<file path="src/rtl/traffic_pkg.sv">
// rtl/traffic_pkg.sv - light encodings and detector state shared by the loop detector
package traffic_pkg;

    localparam logic [2:0] LIGHT_GREEN  = 3'b100;
    localparam logic [2:0] LIGHT_YELLOW = 3'b010;
    localparam logic [2:0] LIGHT_RED    = 3'b001;

    typedef enum logic [1:0] {
        IDLE  = 2'd0,
        REQ   = 2'd1,
        SERVE = 2'd2,
        FAULT = 2'd3
    } det_state_t;

    function automatic logic is_green(input logic [2:0] light);
        return light == LIGHT_GREEN;
    endfunction

endpackage

</file>
<file path="src/rtl/lr_loop_detector_if.sv">
// rtl/lr_loop_detector_if.sv - loop sensor and controller-facing signals of the detector
interface lr_loop_detector_if #(
    parameter int QW = 4
);
    logic          loop_raw;
    logic [2:0]    lr_light;
    logic          lr_has_car;
    logic [QW-1:0] queue_len;
    logic          sensor_fault;

    modport master (
        input  loop_raw,
        input  lr_light,
        output lr_has_car,
        output queue_len,
        output sensor_fault
    );

    modport slave (
        output loop_raw,
        output lr_light,
        input  lr_has_car,
        input  queue_len,
        input  sensor_fault
    );
endinterface

</file>
<file path="src/rtl/loop_debouncer.sv">
// rtl/loop_debouncer.sv - two-flop synchronizer, debounce counter and rising-edge pulse
module loop_debouncer #(
    parameter int DEBOUNCE = 4
) (
    input  logic clk,
    input  logic rst_n,
    input  logic raw,
    output logic level,
    output logic rise
);
    localparam int CW = (DEBOUNCE < 2) ? 1 : $clog2(DEBOUNCE + 1);
    localparam logic [CW-1:0] LAST = CW'(DEBOUNCE - 1);

    logic          s1;
    logic          s2;
    logic          level_d;
    logic [CW-1:0] cnt;

    always_ff @(posedge clk) begin
        if (!rst_n) begin
            s1      <= 1'b0;
            s2      <= 1'b0;
            level   <= 1'b0;
            level_d <= 1'b0;
            cnt     <= '0;
        end else begin
            s1      <= raw;
            s2      <= s1;
            level_d <= level;
            // Any edge where the synchronized input agrees restarts the count.
            if (s2 == level) begin
                cnt <= '0;
            end else if (cnt == LAST) begin
                level <= ~level;
                cnt   <= '0;
            end else begin
                cnt <= cnt + 1'b1;
            end
        end
    end

    assign rise = level & ~level_d;

endmodule

</file>
<file path="src/rtl/lr_loop_detector.sv">
// rtl/lr_loop_detector.sv - rural-road service request FSM with arrival queue and stuck-sensor fault
module lr_loop_detector
    import traffic_pkg::*;
#(
    parameter int DEBOUNCE  = 4,
    parameter int STUCK_MAX = 200,
    parameter int QW        = 4
) (
    input  logic               clk,
    input  logic               rst_n,
    lr_loop_detector_if.master bus
);
    localparam int SW = (STUCK_MAX < 2) ? 1 : $clog2(STUCK_MAX + 1);
    localparam logic [SW-1:0] STUCK_TOP = SW'(STUCK_MAX);
    localparam logic [SW-1:0] STUCK_PRE = SW'(STUCK_MAX - 1);
    localparam logic [QW-1:0] QUEUE_TOP = '1;

    logic          loop_db;
    logic          arr;
    logic          stuck_hit;
    logic [SW-1:0] stuck;
    logic [QW-1:0] queue;
    det_state_t    state;
    det_state_t    next;

    loop_debouncer #(
        .DEBOUNCE (DEBOUNCE)
    ) u_debouncer (
        .clk   (clk),
        .rst_n (rst_n),
        .raw   (bus.loop_raw),
        .level (loop_db),
        .rise  (arr)
    );

    always_ff @(posedge clk) begin
        if (!rst_n) begin
            stuck <= '0;
        end else if (!loop_db) begin
            stuck <= '0;
        end else if (stuck != STUCK_TOP) begin
            stuck <= stuck + 1'b1;
        end
    end

    assign stuck_hit = loop_db && (stuck == STUCK_PRE);

    always_comb begin
        next = state;
        case (state)
            IDLE:    if (arr) next = REQ;
            REQ:     if (is_green(bus.lr_light)) next = SERVE;
            SERVE:   if (!is_green(bus.lr_light)) next = loop_db ? REQ : IDLE;
            FAULT:   if (!loop_db) next = IDLE;
            default: next = IDLE;
        endcase
        // A stuck sensor overrides whatever the light is doing.
        if (stuck_hit) next = FAULT;
    end

    always_ff @(posedge clk) begin
        if (!rst_n) begin
            state <= IDLE;
            queue <= '0;
        end else begin
            state <= next;
            if ((next == SERVE && state != SERVE) || ((next == FAULT) != (state == FAULT))) begin
                queue <= '0;
            end else if (state != FAULT && arr && queue != QUEUE_TOP) begin
                queue <= queue + 1'b1;
            end
        end
    end

    assign bus.lr_has_car   = (state == REQ) || (state == FAULT);
    assign bus.sensor_fault = (state == FAULT);
    assign bus.queue_len    = queue;

endmodule

</file>
<file path="src/flat_wrapper.sv">
// flat-port wrapper written by rule: the top's interface ports become plain ports
module lr_loop_detector_flat import traffic_pkg::*;
#(
    parameter int DEBOUNCE  = 4,
    parameter int STUCK_MAX = 200,
    parameter int QW        = 4
)
  (clk, rst_n, bus_loop_raw, bus_lr_light, bus_lr_has_car, bus_queue_len, bus_sensor_fault);
  lr_loop_detector_if #(.QW(QW)) bus_i ();
  input  logic clk;
  input  logic rst_n;
  input wire logic [$bits(bus_i.loop_raw)-1:0] bus_loop_raw;
  input wire logic [$bits(bus_i.lr_light)-1:0] bus_lr_light;
  output wire logic [$bits(bus_i.lr_has_car)-1:0] bus_lr_has_car;
  output wire logic [$bits(bus_i.queue_len)-1:0] bus_queue_len;
  output wire logic [$bits(bus_i.sensor_fault)-1:0] bus_sensor_fault;
  assign bus_i.loop_raw = bus_loop_raw;
  assign bus_i.lr_light = bus_lr_light;
  assign bus_lr_has_car = bus_i.lr_has_car;
  assign bus_queue_len = bus_i.queue_len;
  assign bus_sensor_fault = bus_i.sensor_fault;
  lr_loop_detector #(.DEBOUNCE(DEBOUNCE), .STUCK_MAX(STUCK_MAX), .QW(QW)) u_core (.clk(clk), .rst_n(rst_n), .bus(bus_i));
endmodule
</file>
<file path="config.mk">
export PLATFORM = sky130hd
export DESIGN_NAME = lr_loop_detector_flat
export DESIGN_NICKNAME = d
export VERILOG_FILES = /design/src/rtl/traffic_pkg.sv /design/src/rtl/lr_loop_detector_if.sv /design/src/rtl/loop_debouncer.sv /design/src/rtl/lr_loop_detector.sv /design/src/flat_wrapper.sv
export SDC_FILE = /design/constraint.sdc
export NUM_CORES = 1
export LEC_CHECK = 0
export CAP_MARGIN = 20
export CORE_AREA = 2 2 50 52
export CTS_BUF_LIST = sky130_fd_sc_hd__clkbuf_16
export DETAILED_ROUTE_END_ITERATION = 12
export DIE_AREA = 0 0 52 54
export MAX_ROUTING_LAYER = met4
export PLACE_DENSITY = 0.68
export SYNTH_ARGS = -nofsm -noshare
export SYNTH_HDL_FRONTEND = slang
export SYNTH_SLANG_ARGS = --single-unit
export TNS_END_PERCENT = 5
</file>
<file path="constraint.sdc">
create_clock -name clk -period 1.5 [get_ports clk]
set_input_delay 0.225 -clock clk [delete_from_list [all_inputs] [get_ports clk]]
set_output_delay 0.225 -clock clk [all_outputs]
set_load 0.02 [all_outputs]
</file>
# Yosys cells after proc, flatten, opt, wreduce, memory -nomap -nowiden
# Cells that the tools add are included.
# op_classes
addsub,3
n_eq_ne,14
muxes,7
bitwise,5
reduce_logical,11
# ops
op,count
2-bit 2-to-1 mux,5
"8-bit by 1-bit adder with 8-bit output, second input constant",1
"2-bit == test, second input constant",4
"8-bit == test, second input constant",1
"8-bit != test, second input constant",1
2-bit one-hot mux with 4 select lines,1
"4-bit by 1-bit adder with 4-bit output, second input constant",1
1-bit logical AND,4
"2-bit != test, second input constant",2
"4-bit != test, second input constant",1
1-bit NOT,4
2-bit AND reduction,2
"3-bit by 1-bit adder with 3-bit output, second input constant",1
"3-bit by 2-bit == test with 1-bit output, second input constant",1
"3-bit == test, second input constant",1
3-bit OR reduction,1
"2-bit by 1-bit == test with 1-bit output, second input constant",1
2-bit logical NOT,1
1-bit logical OR,2
2-bit OR reduction,1
1-bit AND,1
1-bit == test,1
1-bit 2-to-1 mux,1
1-bit != test,1
# totals
reg_bits,21
in_bits,6
out_inout_bits,6
word_cells,48

# Logic depth before layout (Yosys ltp)
# Gate-level depths: netlist (run 1).
# depth
depth_word,9
depth_mapped,6
ltp_nobuf,6

# Modules after synthesis
# From an unflattened synthesis (run 1), not the netlist that was laid out.
# hier_totals
cells_unflattened,97
area_unflattened_um2,994.7
# modules_own_cells
mod,instances,cells_each,area_each_um2
lr_loop_detector,1,77,745.7
loop_debouncer,1,20,249.0

# Worst setup path after synthesis (run 1)
# OpenSTA, ideal clock, no wires.
# synth_path
kind,flip-flop to flip-flop
from,register u_core.stuck[1]
to,"register u_core.queue[2], in the netlist u_core.bus.queue_len[2]"
setup_ns,0.130
arrival_ns,1.337
required_time_ns,1.370
slack_ns,0.033
path_stages_with_launch,6
n_path_buf,0
period_less_slack_ns,1.467
path_cell_list,dfxtp_1 ha_1 nand4b_1 or2_2 a22oi_1 nor3b_1
# synth_between
elab_chain_len,7
elab_cells_between_ends,9
classes_between,eq/ne (4); mux (1); reduce/logical (4)
# synth_lines
item,line,text
from (decl),lr_loop_detector.sv:21,logic [SW-1:0] stuck;
from (signal assigned),lr_loop_detector.sv:42,stuck <= stuck + 1'b1;
8-bit == test *,lr_loop_detector.sv:46,assign stuck_hit = loop_db && (stuck == STUCK_PRE);
1-bit logical AND *,lr_loop_detector.sv:46,
2-bit 2-to-1 mux *,lr_loop_detector.sv:58,if (stuck_hit) next = FAULT;
2-bit == test,lr_loop_detector.sv:67,if ((next == SERVE && state != SERVE) || ((next == FAULT) != (state == FAULT))) begin
1-bit != test / 1-bit logical AND (equally long branches),lr_loop_detector.sv:67,
1-bit logical OR *,lr_loop_detector.sv:67,
2-bit OR reduction (no line) *,n/a,
to (signal assigned),lr_loop_detector.sv:70,queue <= queue + 1'b1;
to (decl),lr_loop_detector.sv:22,logic [QW-1:0] queue;
# Every way passes the cells marked *; elsewhere a longest branch is shown, timed or not.
# A chain may end at the register's enable or synchronous reset.

# Worst setup path after layout (run 1)
# layout_path
from,register u_core.stuck[5]
to,"register u_core.queue[2], in the netlist u_core.bus.queue_len[2]"
# Same word-level chain as after synthesis.

==> results.ini, run 1 <==
[outcome]
status = completed

[power_and_ir_drop]
powerDensity_nw_per_um2 = 872
power.total_uw = 1170
cellLeakagePower_uw = 0.000534
peakVddDrop_uv = 517

[clock_tree]
cts_tree = yes
htree_num_levels = 1
cts_post_setup_buffers_inserted = 0
root_buffer = clkbuf_16
clkLatencyLatePin_ns = 0.25
cts.path.max_buffers = 2
numClockSinks = 21
cts_buffers = 3
path_clk_slew_ns = 0.06

[synth]
synth_edf_count = 0
syn_area_per_cell_um2 = 9.89
yosysTopAreaCell = dfxtp_1
synth_most_common_cell = dfxtp_1
netlist.area_leader.share_pct = 40.1
synth_cells = 106
ys_types = 35
ys_ff_latch = 21
syn_area_um2 = 1050
synthTopCellsByArea = dfxtp_1 (40%), mux2i_1 (6.7%), ha_1 (6.0%)
synth_warnings = 0
synth_common_cells = dfxtp_1 (21), nor2_1 (9), mux2i_1 (7)
async_flop_share_pct = 0
syn_nets = 117
ys_seq_area_share_pct = 40.1
synth-main-ff-cell = dfxtp_1

[floorplan]
start_util_pct = 45.2
dieArea_um2 = 2810
ios = 12
die_h_um = 54
die_x_um = 52
rows = 18
core_um2 = 2320

[worst_setup_path]
worst_r2r_endpoint = u_core.bus.queue_len[2]
rr_startpoint = u_core.stuck[5]
crit_buf_inv = 0
crit_slowest_cell = dfxtp_1
cp_top_family = simple AND/OR/NAND/NOR gates
reg2reg_depth = 4
start_kind = flop
cp_cell_sequence = nand4bb_4, or2_2, a22oi_1, nor3b_1
worstPathRequired_ns = 1.63
setup.worst_path.end_class = flop
cp.depth = 4
cp_slowest_stage_delay_ns = 0.34
crit_fanout = 4
critPathKind = reg -> reg
arrival_ns = 1.57
r2r_slack_ns = 0.06

[worst_hold_path]
holdPathStages = 1
holdCritStartpoint = u_core.u_debouncer.cnt[0]
hold_class = reg -> reg
hold_end = u_core.u_debouncer.cnt[0]

[final_layout]
fin_cells = 159
seqCellArea_um2 = 420
multiInputGateArea_um2 = 584
n_antenna_cell = 0
fin_util_pct = 57.9
final_nets = 141
drive_gt1_share_pct = 19.4
syn2layout_area_growth_pct = 28.0
fillers = 209

[grt]
grt_pass1_wl_um = 3040
grt_usage_pct = 15.3
grt_pass1_vias = 750
grt_max_degree = 13
overflow = 0
antenna_found_initial = 0

[detailed_routing]
first_pass_iters = 2
drc = 0
avgViaCountPerCell = 4.89
route.final.wire_length_um = 1800
dr.first_iter.drc_count = 4
wl_per_cell_um = 11.3
antenna_left = 0
vias = 778

[timing]
timing.final.crit_share_pct = 96.2
tightest_slew_ns = 0.309
setup_viol = 0
final.setup_skew_ns = 0.00193
rsz0062_at_grt = true
fmax_mhz = 693
drv_slew = 0
slew-limit-headroom_pct = 79.4
hold_viol = 0
worst_slack_ns = 0.0566
fin_crit_ns = 1.44

[placement]
place_hpwl_um = 1390
dp_slack_ns = -0.184
io_buffers = 11
dp_cells = 155
place_congestion = 0.744

[job]
maxCapViolCount = 0

kinds of logic after synthesis:
group                    Yosys count  share of synthesized area (%)
AO/OA/AOI/OAI                     11                           8.59
multiplexers                       7                           6.68
adder cells (fa/ha/maj)            5                           5.97
XOR/XNOR                           8                           6.68
buffers and inverters             10                           4.41
flip-flops                        21                           40.1
AND/OR/NAND/NOR                   44                           27.6
worst reg2reg max path, stage by stage (launching register included):
cell and delay, ns:
dfxtp_1 0.34, nand4bb_4 0.27, or2_2 0.34, a22oi_1 0.27, nor3b_1 0.10
worst max path at each step:
stage	startpoint	endpoint
after floorplan	u_core.stuck[1]	u_core.bus.queue_len[2]
after global placement	bus_lr_light[2]	u_core.bus.queue_len[0]
after detailed placement	bus_lr_light[2]	u_core.bus.queue_len[3]
after CTS	u_core.stuck[0]	u_core.bus.queue_len[2]
after global routing	u_core.stuck[5]	u_core.bus.queue_len[2]
final	u_core.stuck[5]	u_core.bus.queue_len[2]
layer usage:
metal / global-route usage [%] / wire length [um]
met2: 26.6 / 881
met4: 7.89 / 23
met1: 16.9 / 851
met5: - / 0
met3: 2.50 / 41
repair_timing:
action,4_1_cts,5_1_grt
pin swaps,0,2
setup endpoints to repair,4,6
hold buffers,0,0
gates resized for setup,4,3
cells in the final DEF (no fill, tap or decap), drive strengths merged:
master          n
o21ai           2
dlymetal6s2s    1
clkinv          1
mux2i           7
nand2b          3
and2            3
nor3            5
nand2           4
and3            2
clkdlybuf4s50   6
nand4b          1
a22oi           1
clkbuf          3
dfxtp          21
nor2b           1
or3b            1
a41oi           1
nand3b          1
a31oi           1
nor3b           5
buf            12
or2             1
o31a            1
xor2            6
inv             6
dlygate4sd2     4
a311oi          1
a21oi           3
xnor2           2
nand4bb         1
nor2            9
nand3           6
and2b           1
ha              5
o21a            1
final cells by class:
cell class	instances	area share, %
clock buffers	3	5.59
inverters	6	1.68
well taps	30	2.80
repair buffers	23	14.7
clock inverters	1	0.373
multi-input cells	75	43.5
flip-flops and latches	21	31.3
sequential cells by signal (all words and copies together) (netlist names):
| signal | count |
|---|---|
| u_core.u_debouncer.level_d | 1 |
| u_core.u_debouncer.cnt | 3 |
| u_core.u_debouncer.s2 | 1 |
| u_core.u_debouncer.level | 1 |
| u_core.stuck | 8 |
| u_core.state | 2 |
| u_core.u_debouncer.s1 | 1 |
| u_core.bus.queue_len | 4 |
through the flow:
step	hold slack (ns)	TNS (ns)	area, um2
final	0.421	0	1340
after global placement	0.406	-0.644	1260
after global routing	0.460	-0.205	1340
after floorplan	0.352	0	1050
after detailed placement	0.419	-0.878	1260
after CTS	0.427	0	1340
power breakdown:
group	switching [uW]	leakage, uW	internal [uW]	total, uW
Combinational	20.1	0.000324	28.8	48.9
Sequential	6.39	0.000170	566	572
Clock	193	0.0000409	357	550
Power figures use the tool's default switching activity.
==> run 2: changes to the inputs <==
- CORE_AREA: 2 2 50 52 -> 2 2 49 51
- DIE_AREA: 0 0 52 54 -> 0 0 51 53
- PLACE_DENSITY: 0.68 -> 0.67
- SYNTH_HIERARCHICAL: unset -> 1
==> run 2 against run 1 <==
Against the previous run: die area down 3.7%; worst setup slack improved by 0.025 ns; cell count decreased by 9.4%; cell area is 6.5% lower.
==> results.ini, run 2 <==
[final_layout]
multiInputGateArea_um2 = 541  ; -7.5%
fillers = 196  ; -6.2%
drive_gt1_share_pct = 14.7  ; -4.7 points
layout_common_cells = dfxtp_1 (21), nor2_1 (8), clkdlybuf4s50_1 (6), buf_4 (6), nor3_1 (6)
fin_cells = 144  ; -9.4%
final_nets = 128  ; -9.2%
largest_reg_flops = 8  ; unchanged
syn2layout_area_growth_pct = 26.2
n_antenna_cell = 0  ; unchanged
regMostFlops = u_core/stuck
seqCellArea_um2 = 420  ; unchanged
layout_commonest_cell = dfxtp_1

[detailed_routing]
wl_per_cell_um = 11.7  ; +3.2%
antenna_left = 0  ; unchanged
avgViaCountPerCell = 5.13  ; +4.9%
route.final.wire_length_um = 1680  ; -6.6%
first_pass_iters = 3  ; +1
drc = 0  ; unchanged
dr.first_iter.drc_count = 4  ; unchanged
vias = 739  ; -5.0%

[timing]
setup_viol = 0  ; unchanged
timing.final.crit_share_pct = 94.6  ; -1.7 points
fin_crit_ns = 1.42  ; -0.0252 ns
final.setup_skew_ns = 0.00109  ; -0.000836 ns
tightest_slew_ns = 0.289  ; -0.0193 ns
slew-limit-headroom_pct = 80.7  ; +1.2 points
drv_slew = 0  ; unchanged
fmax_mhz = 705  ; +1.8%
worst_slack_ns = 0.0817  ; +0.0252 ns
rsz0062_at_grt = false
hold_viol = 0  ; unchanged

[power_and_ir_drop]
p_clk_share_pct = 47.5  ; +0.5 points
pwr-share-seq_pct = 49.9  ; +1.1 points
cellLeakagePower_uw = 0.000507  ; -5.1%
p_switching_uw = 191  ; -13%
powerDensity_nw_per_um2 = 899  ; +3.0%
peakVddDrop_uv = 463  ; -11%
power.internal_uw = 937  ; -1.6%
swShare_pct = 16.9  ; -1.8 points
comb_power_share_pct = 2.6  ; -1.6 points

[synth]
synth_edf_count = 0  ; unchanged
yosysTopAreaCell = dfxtp_1
syn_area_per_cell_um2 = 10.3  ; +3.7%
async_flop_share_pct = 0  ; unchanged
syn_area_um2 = 995  ; -5.1%
syn_nets = 108  ; -7.7%
synth_common_cells = dfxtp_1 (21), nor2_1 (8), nor3_1 (6)
ys_seq_area_share_pct = 42.3  ; +2.2 points
synth_most_common_cell = dfxtp_1
synth_cells = 97  ; -8.5%
netlist.area_leader.share_pct = 42.3  ; +2.2 points
synthTopCellsByArea = dfxtp_1 (42%), ha_1 (6.3%), xor2_1 (4.4%)
ys_types = 34  ; -2.9%
synth_warnings = 6  ; +6
synth-main-ff-cell = dfxtp_1
ys_ff_latch = 21  ; unchanged

[worst_setup_path]
cp_cell_sequence = clkdlybuf4s50_1
setup.worst_path.end_class = output pin
start_kind = flop
worstPathRequired_ns = 1.27  ; -0.36 ns
cp_top_family = buffers and inverters
r2r_slack_ns = 0.14  ; +0.08 ns
crit_fanout = 3  ; -1
rr_startpoint = u_core/stuck[1]
cp-startpoint = u_core/bus.queue_len[3]
crit_slowest_cell = clkdlybuf4s50_1
critPathKind = reg -> out
arrival_ns = 1.19  ; -0.38 ns
cp_slowest_stage_delay_ns = 0.61  ; +0.27 ns
reg2reg_depth = 5  ; +1
worst_r2r_endpoint = u_core/bus.queue_len[2]
crit_buf_inv = 1  ; +1

[placement]
place_congestion = 0.755  ; +1.4%
io_buffers = 11  ; unchanged
dp_cells = 140  ; -9.7%
place_hpwl_um = 1260  ; -9.1%
dp_slack_ns = -0.0998  ; +0.0843 ns

[clock_tree]
cts_tree = yes
path_clk_slew_ns = 0.05  ; about the same
root_buffer = clkbuf_16
htree_num_levels = 1  ; unchanged
numClockSinks = 21  ; unchanged
cts.path.max_buffers = 2  ; unchanged
cts_post_setup_buffers_inserted = 0  ; unchanged
cts_buffers = 3  ; unchanged
clkLatencyLatePin_ns = 0.24  ; about the same

[floorplan]
start_util_pct = 46.3  ; +1.1 points
rows = 17  ; -1
ios = 12  ; unchanged
core_um2 = 2150  ; -7.4%
die_x_um = 51  ; -1.9%
die_h_um = 53  ; -1.9%
dieArea_um2 = 2700  ; -3.7%

[worst_hold_path]
holdCritStartpoint = u_core/u_debouncer/s1
hold_end = u_core/u_debouncer/s2
hold_class = reg -> reg
holdPathStages = 1  ; unchanged

[grt]
grt_pass1_vias = 725  ; -3.3%
grt_max_degree = 13  ; unchanged
grt_pass1_wl_um = 2930  ; -3.6%
overflow = 0  ; unchanged
antenna_found_initial = 0  ; unchanged
grt_usage_pct = 14.8  ; -0.46 points

[job]
maxCapViolCount = 0  ; unchanged

[outcome]
status = completed

==> run 2: timing repair <==
action	CTS	global route
resized for setup	2	3
setup endpoints to repair	2	3
hold buffers	0	0
==> run 2: metal layers <==
layer | global-route usage [%] | part of all wire [%] | vias up
met5 | - | 0 | -
met2 | 27.3 | 49 | 12
met1 | 16.6 | 47 | 342
met3 | 2.54 | 3.5 | 2
met4 | 4.05 | 0.54 | 0
li1 | - | - | 383
==> run 2: worst max path at each step <==
stage | to | slack [ns] | cells after the start
2_1_floorplan | u_core/bus.queue_len[3] | 0.08 | 4
3_3_place_gp | u_core/state[0] | -0.02 | 6
3_5_place_dp | u_core/bus.queue_len[2] | -0.1 | 6
4_1_cts | bus_queue_len[0] | 0.0007 | 1
5_1_grt | u_core/bus.queue_len[3] | 0.008 | 4
6_report | bus_queue_len[3] | 0.08 | 1
==> run 2: through the flow <==
stage | hold slack (ns) | total power, uW | util [%] | instance area, um2 | TNS (ns)
global route | 0.464 | 1180 | 58.4 | 1250 | 0
CTS | 0.433 | 1150 | 58.1 | 1250 | 0
global placement | 0.417 | 603 | 54.5 | 1170 | -0.0863
finish | 0.433 | 1130 | 58.4 | 1250 | 0
floorplan | 0.343 | 583 | - | 995 | 0
detailed placement | 0.420 | 604 | 54.5 | 1170 | -0.432
==> run 2: cell type report <==
type / count / share of cell area [%]
Clock buffer: 3 / 5.98
Sequential cell: 21 / 33.5
Multi-Input combinational cell: 69 / 43.1
Timing Repair Buffer: 17 / 12.8
Clock inverter: 1 / 0.399
Tap cell: 28 / 2.79
Inverter: 5 / 1.50
==> run 2: cells by family (layout without fill, tap and decap cells) <==
group	Yosys count	count (layout)	share of synthesized area (%)
adders and majority gates	5	5	6.29
AOI/OAI and AO/OA	10	10	9.69
xor gates and xnor gates	9	9	7.92
DFF	21	21	42.3
and+or+nand+nor	42	42	27.4
muxes	3	3	3.02
buffers and inverters	7	26	3.40
==> run 2: power by group through the flow <==
stage / combinational [uW] / sequential [uW] / clock, uW
final: 29.2 / 563 / 536
after global routing: 32.1 / 563 / 587
after CTS: 29.6 / 563 / 556
after detailed placement: 29.4 / 575 / 0
after global placement: 28.5 / 575 / 0
after floorplan: 8.95 / 574 / 0
